===== src/rtl/onehot_pkg.sv =====
// Shared types, default widths and the multi-hot detect helper for the one-hot encoder pipeline.
package onehot_pkg;

  typedef enum logic {
    PRIO_LOW  = 1'b0,
    PRIO_HIGH = 1'b1
  } prio_e;

  localparam int DEF_INPUT_WIDTH   = 8;
  localparam int DEF_NUM_CH        = 4;
  localparam int DEF_ERR_CNT_WIDTH = 8;
  localparam int ONEHOT_MAX_W      = 256;

  // Clearing the lowest set bit leaves something only if two or more bits were set.
  function automatic logic onehot_popcnt_gt1(input logic [ONEHOT_MAX_W-1:0] v);
    return |(v & (v - ONEHOT_MAX_W'(1)));
  endfunction

endpackage


===== src/rtl/onehot_enc_ch.sv =====
// Combinational single-channel one-hot to binary encoder with multi-hot flag.
// Multi-hot inputs resolve to the highest or lowest set index depending on PRIO.
module onehot_enc_ch
  import onehot_pkg::*;
#(
  parameter int    INPUT_WIDTH  = DEF_INPUT_WIDTH,
  parameter int    OUTPUT_WIDTH = $clog2(INPUT_WIDTH),
  parameter prio_e PRIO         = PRIO_HIGH
) (
  input  logic [INPUT_WIDTH-1:0]  oh_i,
  output logic [OUTPUT_WIDTH-1:0] idx_o,
  output logic                    ch_valid_o,
  output logic                    ch_err_o
);

  always_comb begin
    idx_o = '0;
    if (PRIO == PRIO_HIGH) begin
      for (int i = 0; i < INPUT_WIDTH; i++) begin
        if (oh_i[i]) idx_o = OUTPUT_WIDTH'(i);
      end
    end else begin
      for (int i = INPUT_WIDTH - 1; i >= 0; i--) begin
        if (oh_i[i]) idx_o = OUTPUT_WIDTH'(i);
      end
    end
  end

  assign ch_valid_o = |oh_i;
  assign ch_err_o   = onehot_popcnt_gt1(ONEHOT_MAX_W'(oh_i));

endmodule


===== src/rtl/onehot_enc_pipe.sv =====
// Multi-channel registered one-hot encoder, one output register stage, 1-cycle latency, full throughput.
// Saturating multi-hot error counter is built only with ONEHOT_ENC_ERR_CNT_EN defined.
module onehot_enc_pipe #(
  parameter int INPUT_WIDTH   = onehot_pkg::DEF_INPUT_WIDTH,
  parameter int NUM_CH        = onehot_pkg::DEF_NUM_CH,
  parameter int OUTPUT_WIDTH  = $clog2(INPUT_WIDTH),
  parameter int PRIO_HIGH     = 1,
  parameter int ERR_CNT_WIDTH = onehot_pkg::DEF_ERR_CNT_WIDTH
) (
  input  logic                           clk,
  input  logic                           rst_n,
  input  logic                           in_valid,
  output logic                           in_ready,
  input  logic [NUM_CH*INPUT_WIDTH-1:0]  one_hot_in,
  output logic                           out_valid,
  input  logic                           out_ready,
  output logic [NUM_CH*OUTPUT_WIDTH-1:0] binary_out,
  output logic [NUM_CH-1:0]              ch_valid,
  output logic [NUM_CH-1:0]              ch_err,
  output logic [ERR_CNT_WIDTH-1:0]       err_count,
  input  logic                           err_count_clr
);
  import onehot_pkg::*;

  logic                           in_hs;
  logic                           out_hs;
  logic                           out_valid_q, out_valid_d;
  logic [NUM_CH*OUTPUT_WIDTH-1:0] bin_q, bin_d;
  logic [NUM_CH-1:0]              ch_valid_q, ch_valid_d;
  logic [NUM_CH-1:0]              ch_err_q, ch_err_d;

  for (genvar c = 0; c < NUM_CH; c++) begin : g_ch
    onehot_enc_ch #(
      .INPUT_WIDTH  (INPUT_WIDTH),
      .OUTPUT_WIDTH (OUTPUT_WIDTH),
      .PRIO         (prio_e'(PRIO_HIGH != 0))
    ) u_enc (
      .oh_i       (one_hot_in[c*INPUT_WIDTH +: INPUT_WIDTH]),
      .idx_o      (bin_d[c*OUTPUT_WIDTH +: OUTPUT_WIDTH]),
      .ch_valid_o (ch_valid_d[c]),
      .ch_err_o   (ch_err_d[c])
    );
  end

  // Register slot frees up in the same cycle the downstream consumes it.
  assign in_ready = !out_valid_q || out_ready;
  assign in_hs    = in_valid && in_ready;
  assign out_hs   = out_valid_q && out_ready;

  always_comb begin
    out_valid_d = out_valid_q;
    if (in_hs) begin
      out_valid_d = 1'b1;
    end else if (out_hs) begin
      out_valid_d = 1'b0;
    end
  end

  always_ff @(posedge clk or negedge rst_n) begin
    if (!rst_n) begin
      out_valid_q <= 1'b0;
      bin_q       <= '0;
      ch_valid_q  <= '0;
      ch_err_q    <= '0;
    end else begin
      out_valid_q <= out_valid_d;
      if (in_hs) begin
        bin_q      <= bin_d;
        ch_valid_q <= ch_valid_d;
        ch_err_q   <= ch_err_d;
      end
    end
  end

  assign out_valid  = out_valid_q;
  assign binary_out = bin_q;
  assign ch_valid   = ch_valid_q;
  assign ch_err     = ch_err_q;

`ifdef ONEHOT_ENC_ERR_CNT_EN
  logic [ERR_CNT_WIDTH-1:0] err_cnt_q, err_cnt_d;

  // Clear wins over a simultaneous increment; the count sticks at all-ones.
  always_comb begin
    err_cnt_d = err_cnt_q;
    if (err_count_clr) begin
      err_cnt_d = '0;
    end else if (in_hs && (|ch_err_d) && !(&err_cnt_q)) begin
      err_cnt_d = err_cnt_q + ERR_CNT_WIDTH'(1);
    end
  end

  always_ff @(posedge clk or negedge rst_n) begin
    if (!rst_n) begin
      err_cnt_q <= '0;
    end else begin
      err_cnt_q <= err_cnt_d;
    end
  end

  assign err_count = err_cnt_q;
`else
  logic unused_err_count_clr;
  assign unused_err_count_clr = err_count_clr;
  assign err_count            = '0;
`endif

endmodule


===== config.mk =====
export PLATFORM = sky130hd
export DESIGN_NAME = onehot_enc_pipe
export DESIGN_NICKNAME = d
export VERILOG_FILES = /design/src/rtl/onehot_pkg.sv /design/src/rtl/onehot_enc_ch.sv /design/src/rtl/onehot_enc_pipe.sv
export SDC_FILE = /design/constraint.sdc
export NUM_CORES = 1
export LEC_CHECK = 0
export ABC_AREA = 0
export BUFFER_PORTS_ARGS = -buffer_cell sky130_fd_sc_hd__buf_2
export CAP_MARGIN = 30
export CORE_UTILIZATION = 48
export DETAILED_ROUTE_END_ITERATION = 8
export GPL_TIMING_DRIVEN = 0
export PLACE_DENSITY_LB_ADDON = 0.08
export SLEW_MARGIN = 30
export SYNTH_ARGS = -nofsm -noshare
export SYNTH_HDL_FRONTEND = slang
export SYNTH_SLANG_ARGS = --single-unit

===== constraint.sdc =====
create_clock -name clk -period 3.5 [get_ports clk]
set_input_delay 0.35 -clock clk [delete_from_list [all_inputs] [get_ports clk]]
set_output_delay 0.35 -clock clk [all_outputs]
set_load 0.05 [all_outputs]

==> results of run 1 <==
final timing paths:
kind,start,to
min reg2reg,binary_out[8],binary_out[8]
max in group asynchronous,rst_n,binary_out[2]
min,in_valid,out_valid
max,out_valid,binary_out[9]
max reg2reg,out_valid,binary_out[9]
min in group asynchronous,rst_n,out_valid
flip-flops by register name, summed over array words and instances, names as in the netlist:
register,cells
ch_err,4
ch_valid,4
binary_out,12
out_valid,1
through the flow:
stage          util [%]  cell area, um^2
4_1_cts            66.7             1670
5_1_grt            66.7             1670
3_5_place_dp       65.2             1630
2_1_floorplan         -             1310
3_3_place_gp       65.2             1630
6_report           66.7             1670
where the power goes:
group	internal, mW	leakage, nW	switching, mW
clock	0.0425	0.0177	0.0736
sequential	0.263	0.211	0.0107
combinational	0.0665	0.483	0.164
timing repair:
item,in CTS,in global routing
hold buffers,1,0
endpoints found under the hold margin,21,0
setup buffers,0,0
layout make-up:
class | count | share of cell area [%]
buffer | 12 | 4.95
clock buffer | 3 | 1.35
clock inverter | 1 | 0.300
inverter | 4 | 0.900
multi-input combinational | 107 | 41.0
sequential | 21 | 31.5
tap | 30 | 2.25
timing repair buffer | 58 | 17.7
per-layer routing:
metal	GRT usage, %	up-vias	part of all wire, %
met2	38.5	49	50
li1	-	640	-
met4	3.95	0	0.35
met1	26.4	591	44
met5	0	-	0
met3	2.54	2	6.2
kinds of logic (layout without fill, tap and decap cells):
logic type,Yosys count,after routing,share of synthesized area (%)
AND/OR/NAND/NOR,50,50,20.0
AO/OA/AOI/OAI,42,42,25.6
flip-flops,21,21,41.0
buffers and inverters,16,78,7.62
adder cells (fa/ha/maj),4,4,3.13
multiplexers,3,3,2.34
other,1,8,0.293
layout by cell type, fill, tap and decap left out, types with 2 or more instances in the layout:
master,n
a2111o_1,3
a211oi_1,6
a21oi_1,9
buf_2,57
buf_4,8
clkbuf_1,3
clkbuf_4,3
conb_1,8
dfrtp_1,21
inv_1,4
maj3_1,4
mux2i_1,3
nand2_1,9
nand2b_1,5
nor2_1,13
nor3_1,12
nor4_1,5
o21ai_0,5
o21bai_1,4
o22a_1,5
o31a_1,3
o31ai_1,3
or4_1,2
==> results by stage, run 1 <==
Detailed routing:
- The wire length after detailed routing is 2870 um.
- In the routed design, unresolved DRC markers number 0.
- The average wire length per cell after detail routing is 12.1 um.
- The total via count after detailed routing is 1282.
- The number of detailed-route iterations in the first pass is 4.
- The number of routed nets with antenna violations is 0.
- The first routing iteration left 31 violations.
- In the routed layout, each cell is associated on average with a via count of 5.43.

STA:
- Setup repair after global routing left no endpoint under its margin.
- The final worst clock skew is 0.00210 ns.
- The final max-slew violation count came to 0.
- Summed over all failing endpoints, the final setup total negative slack is 0 ns.
- The final hold violation count is 0.
- Based on the critical path, the design can be clocked at up to 578 MHz.
- The minimum clock period after layout is 1.73 ns.
- Setup violations remaining at the end of the flow were counted as 0.
- The setup slack of the critical path after layout is 1.77 ns.
- In the finished design, the share of the clock period the worst path needs comes to 49.4%.
- Hold is met by 0.262 ns.

Placement:
- Counting tap cells, the placed design contains a total of 231 instances.
- The worst setup timing slack at the placement stage is 1.65 ns.
- The routability-driven placement congestion ratio is 0.788.
- The count of input and output buffers is 57.
- The post-detailed-placement half-perimeter wirelength is 2320 um.

Worst hold path:
- The worst hold path belongs to the class in -> reg.
- Along the worst hold path, the cell count comes to 2.

Synth:
- The synthesized design contains 21 register bits.
- The most common cell in the netlist is dfrtp_1.
- The count of warnings emitted by yosys is 0.
- The largest total area in the synthesized netlist belongs to dfrtp_1.
- For this run, the leading register cell type out of synthesis is dfrtp_1.
- The distinct cell type count after synthesis is 30.
- Yosys mapped a number of flops with a built-in enable equal to 0.
- Yosys attributes the largest share of cell area to dfrtp_1, nor3_1, buf_4.
- The commonest cells after synthesis are dfrtp_1, nor2_1, nor3_1.
- The sequential cell area fraction in the yosys report is 41.0%.
- The netlist area before placement is 1280 um^2.
- The number of standard cells after synthesis is 137.
- Of all flip-flops after synthesis, the portion carrying an async set or reset was 100%.
- The top cell type by area accounts for 41.0% of the synthesized area.
- The post-synthesis average cell area is 9.35 um^2.

Critical path:
- The maximum fanout along the worst path is 10.
- The family with the most delay on the worst path is buffers and inverters.
- The critical path goes through or2b_2 > and2_1 > clkbuf_1 > clkbuf_1 > nor2_1 > a21oi_1.
- Data arrives at the worst endpoint at 1.95 ns.
- STA puts the critical path data required time at 3.72 ns.
- In this design, the stage delay of the slowest critical-path cell is 0.40 ns.
- The cell with the most instances on the worst path is clkbuf_1.
- The slowest stage of the critical path is the dfrtp_1 cell.
- Counting cells, the worst reg-to-reg path comes to 6.
- The worst setup path is of the reg -> reg kind.
- Counting both buffers and inverters, the worst setup path holds a total of 2.
- The type of destination of the critical path is a flop.
- The element type at the critical path start is a flop.
- The critical path runs through a total of 6 cells.
- The setup check on the worst reg-to-reg path leaves a slack of 1.77 ns.

Power:
- The power per cell area is 372 nW/um^2.
- The power consumption is 0.621 mW.
- The analysis attributes to cell leakage a power of 0.712 nW.
- The worst-case IR drop observed on VDD is 252 uV.

Global route:
- After global routing the overflow that remains totals 0.
- Entering global routing, the biggest net connects 22 pins.
- The first-pass GRT wire length is 4520 um.
- The number of antenna violations at the first check in global routing is 0.
- In the global route stage, overall resource usage came out at 21.1%.
- The number of global-route vias before repair is 1078.

Clock network:
- At the later pin of the worst-skew pair, clock insertion delay measures 0.30 ns.
- The number of gates resized after CTS was 0.
- The CTS root buffer is clkbuf_4.
- The clock-pin slew on the worst setup and hold paths is 0.12 ns.
- The clock tree buffer depth is 2.
- Counting every sink on the clock net gives 21.
- Buffers inserted during clock tree synthesis total 3.
- The clock tree from TritonCTS is built.
- In this run the number of H-tree levels came out at 1.

Floorplan:
- During I/O placement, the number of pins put on the boundary was 67.
- Once the floorplan was initialized, standard cells occupied 51.3% of the core.
- After floorplanning, the core was divided into 18 placement rows.
- The floorplan die area is 2880 um^2.
- The region available for standard cell placement spans 2500 um^2.
- The floorplan step set the die height to 53.7 um.
- The chip width is 53.7 um.

Cells and area:
- In the final layout, flip-flops and latches occupy 526 um^2.
- The layout has 208 filler cells.
- In the final layout, the share of cells above drive strength 1 is 36.4%.
- The number of standard cells in the final layout excluding fillers is 236.
- Compared with the post-synthesis result, the final layout area differs by 30.2%.
- The number of antenna diodes in the final layout is 0.
- Summing all multi-input logic gate instances after layout gives 684 um^2.
- The number of nets at the end of the flow is 244.

Outcome:
- The run finished with clean final reports.

Flow run:
- The reported max-cap violation count is 0.
Power figures use the tool's default switching activity.
==> run 2, diff against run 1 <==
--- a/config.mk
+++ b/config.mk
@@ -8,7 +8,7 @@
 export ABC_AREA = 0
 export BUFFER_PORTS_ARGS = -buffer_cell sky130_fd_sc_hd__buf_2
 export CAP_MARGIN = 30
-export CORE_UTILIZATION = 48
+export CORE_UTILIZATION = 45
 export DETAILED_ROUTE_END_ITERATION = 8
 export GPL_TIMING_DRIVEN = 0
 export PLACE_DENSITY_LB_ADDON = 0.08
==> constraint.sdc (replaced) <==
create_clock -name clk -period 1.6 [get_ports clk]
set_input_delay 0.16 -clock clk [delete_from_list [all_inputs] [get_ports clk]]
set_output_delay 0.16 -clock clk [all_outputs]
set_load 0.05 [all_outputs]
==> run 2 against run 1 <==
- maximum frequency up 17%
- via count grew 1.4%
- clock skew about the same
- wire length up 5.3%
==> results by stage, run 2 (synthesis results as in run 1) <==
Floorplan:
- The area of the core region is 2590 um^2 (was 2500 um^2).
- The height of the chip came to 55.4 um (was 53.7 um).
- The floorplan die area is 3060 um^2 (was 2880 um^2).
- The floorplan row count is 18 (unchanged).
- The initial core utilization is 49.5% (was 51.3%).
- The chip width is 55.4 um (was 53.7 um).
- The number of ports placed on the die boundary is 67 (unchanged).

Cells and area:
- Highest-count cells in the layout ignoring fill and taps: buf_2, dfrtp_1, nor2_1 (unchanged).
- The number of standard cells in the final layout excluding fillers is 236 (unchanged).
- The most common cell after layout, fill and taps aside was buf_2 (unchanged).
- The number of nets at the end of the flow was 244 (unchanged).
- The area taken by flip-flops and latches is 527 um^2 (was 526 um^2).
- The diode insertion count for antenna repair is 0 (unchanged).
- The number of flip-flops in the largest register is 12 (unchanged).
- The layout filler cell count is 221 (was 208).
- The area added between synthesis and finish came to 32.5% (was 30.2%).
- The area occupied by multi-input gates is 694 um^2 (was 684 um^2).
- The share of layout cells above drive strength 1 is 38.8% (was 36.4%).

Detailed routing:
- The DRC violation count after routing was 0 (unchanged).
- The wire length after detailed routing is 3020 um (was 2870 um).
- The mean number of vias per cell is 5.51 (was 5.43).
- The routed length on met1 was 1290 um (was 1250 um).
- The number of detailed-route iterations in the first pass is 4 (unchanged).
- The detailed router's first-iteration violation count is 23 (was 31).
- The top metal layer carrying routed signals is met4 (unchanged).
- The number of routed nets with antenna violations was 0 (unchanged).
- The routed length on met3 came to 192 um (was 179 um).
- The average wire length per cell after detail routing is 12.8 um (was 12.1 um).
- The met2 wire length came to 1520 um (was 1420 um).
- The total via count after detailed routing is 1300 (was 1282).

Clock network:
- The clock tree buffer depth is 2 (unchanged).
- The level count of the clock H-tree is 1 (unchanged).
- The clock tree from TritonCTS is built (unchanged).
- The insertion delay to the later sink of the worst-skew pair came to 0.30 ns (about the same).
- The clock sink total is 21 (unchanged).
- The total CTS buffers is 3 (unchanged).
- The CTS root buffer is clkbuf_4 (unchanged).
- The clock-pin slew on the worst setup and hold paths came to 0.11 ns (was 0.12 ns).
- The post-CTS setup-driven buffer insertion count is 0 (unchanged).

Critical path:
- Worst-path cell chain: or2b_4 > nand2_2 > buf_6 > clkbuf_1 > o21ai_0 (was or2b_2 > and2_1 > clkbuf_1 > clkbuf_1 > nor2_1 > a21oi_1).
- The required time reported for the critical path endpoint is 1.77 ns (was 3.72 ns).
- The worst stage delay on the critical path is 0.37 ns (was 0.40 ns).
- The element type at the critical path start was a flop (unchanged).
- The family with the most delay on the worst path was buffers and inverters (unchanged).
- The type of destination of the critical path is a flop (unchanged).
- The maximum fanout along the worst path is 10 (unchanged).
- The cell with the largest stage delay on the worst path was dfrtp_2 (was dfrtp_1).
- The data arrival time at the worst-slack endpoint is 1.65 ns (was 1.95 ns).
- The buffers plus inverters on the worst setup path is 2 (unchanged).
- The start-to-end type of the worst setup path is reg -> reg (unchanged).

Power:
- The leakage power figure is 0.724 nW (was 0.712 nW).
- The peak supply drop is 696 uV (was 252 uV).
- The power per cell area is 803 nW/um^2 (was 372 nW/um^2).

STA:
- The minimum clock period after layout is 1.48 ns (was 1.73 ns).
- The setup violation total in the final timing report is 0 (unchanged).
- The final worst clock skew is 0.00170 ns (was 0.00210 ns).
- The final critical-path share of the clock period is 92.2% (was 49.4%).
- The final hold violation count is 0 (unchanged).
- The worst hold margin is 0.0926 ns (was 0.262 ns).
- RSZ-0062 raised after global routing: false (unchanged).
- The fmax is 678 MHz (was 578 MHz).
- The final max-slew violation count is 0 (unchanged).
- The setup slack of the critical path after layout is 0.124 ns (was 1.77 ns).

Global route:
- The global route total overflow is 0 (unchanged).
- The number of antenna violations at the first check in global routing is 0 (unchanged).
- The number of global-route vias before repair is 1164 (was 1078).
- The pin count of the biggest net entering global routing was 22 (unchanged).
- The first-pass GRT wire length was 5190 um (was 4520 um).
- The global routing usage summed across all routing layers is 20.7% (was 21.1%).

Outcome:
- Outcome: finished clean (unchanged).

Flow run:
- The reported max-cap violation count is 0 (unchanged).

Placement:
- The worst setup timing slack at the placement stage is -0.0576 ns (was 1.65 ns).
- The routability-driven placement congestion ratio is 0.859 (was 0.788).
- The number of placed cells counting well taps was 231 (unchanged).
- The post-detailed-placement half-perimeter wirelength is 2390 um (was 2320 um).
- The count of input and output buffers is 57 (unchanged).

Worst hold path:
- The type of the most critical hold path is in -> reg (unchanged).
==> run 2: path summary, 6_finish.rpt <==
kind | depth (start not counted) | slack, ns | from | to
worst max-delay path | 5 | 0.12 | out_valid | binary_out[4]
worst min register to register | 1 | 0.49 | ch_err[0] | ch_err[0]
min in group asynchronous | 2 | 0.33 | rst_n | ch_err[1]
max in group asynchronous | 2 | 0.94 | rst_n | out_valid
worst max register to register | 5 | 0.12 | out_valid | binary_out[4]
worst min-delay path | 2 | 0.09 | in_valid | out_valid
==> run 2: metal layers <==
| layer | global-route usage (%) | up-vias |
|---|---|---|
| met3 | 4.92 | 2 |
| met1 | 24.6 | 597 |
| met2 | 38.2 | 57 |
| li1 | - | 644 |
| met4 | 3.21 | 0 |
| met5 | 0 | - |
==> run 2: through the flow <==
stage	TNS (ns)	power [mW]	utilization, %	area, um^2
after floorplan	-0.335	0.959	-	1340
after global placement	-0.0498	1.12	64.2	1660
after detailed placement	-0.0576	1.13	64.2	1660
after CTS	0	1.38	65.6	1700
after global routing	0	1.44	65.6	1700
final	0	1.36	65.6	1700
==> run 2: timing repair <==
item / 4_1_cts / 5_1_grt
gates resized for setup: 0 / 0
endpoints found under the hold margin: 21 / 0
hold buffers: 1 / 0
==> run 2: layout make-up <==
class / instances / area share (%)
Buffer: 12 / 6.04
Clock buffer: 4 / 1.55
Tap cell: 30 / 2.21
Multi-Input combinational cell: 107 / 40.9
Timing Repair Buffer: 58 / 17.4
Inverter: 4 / 0.884
Sequential cell: 21 / 31.0
==> run 2: where the power goes <==
group	internal, mW	switching [mW]	total [mW]
clock	0.0971	0.149	0.246
combinational	0.155	0.363	0.518
sequential	0.576	0.0241	0.600
total	0.828	0.536	1.36
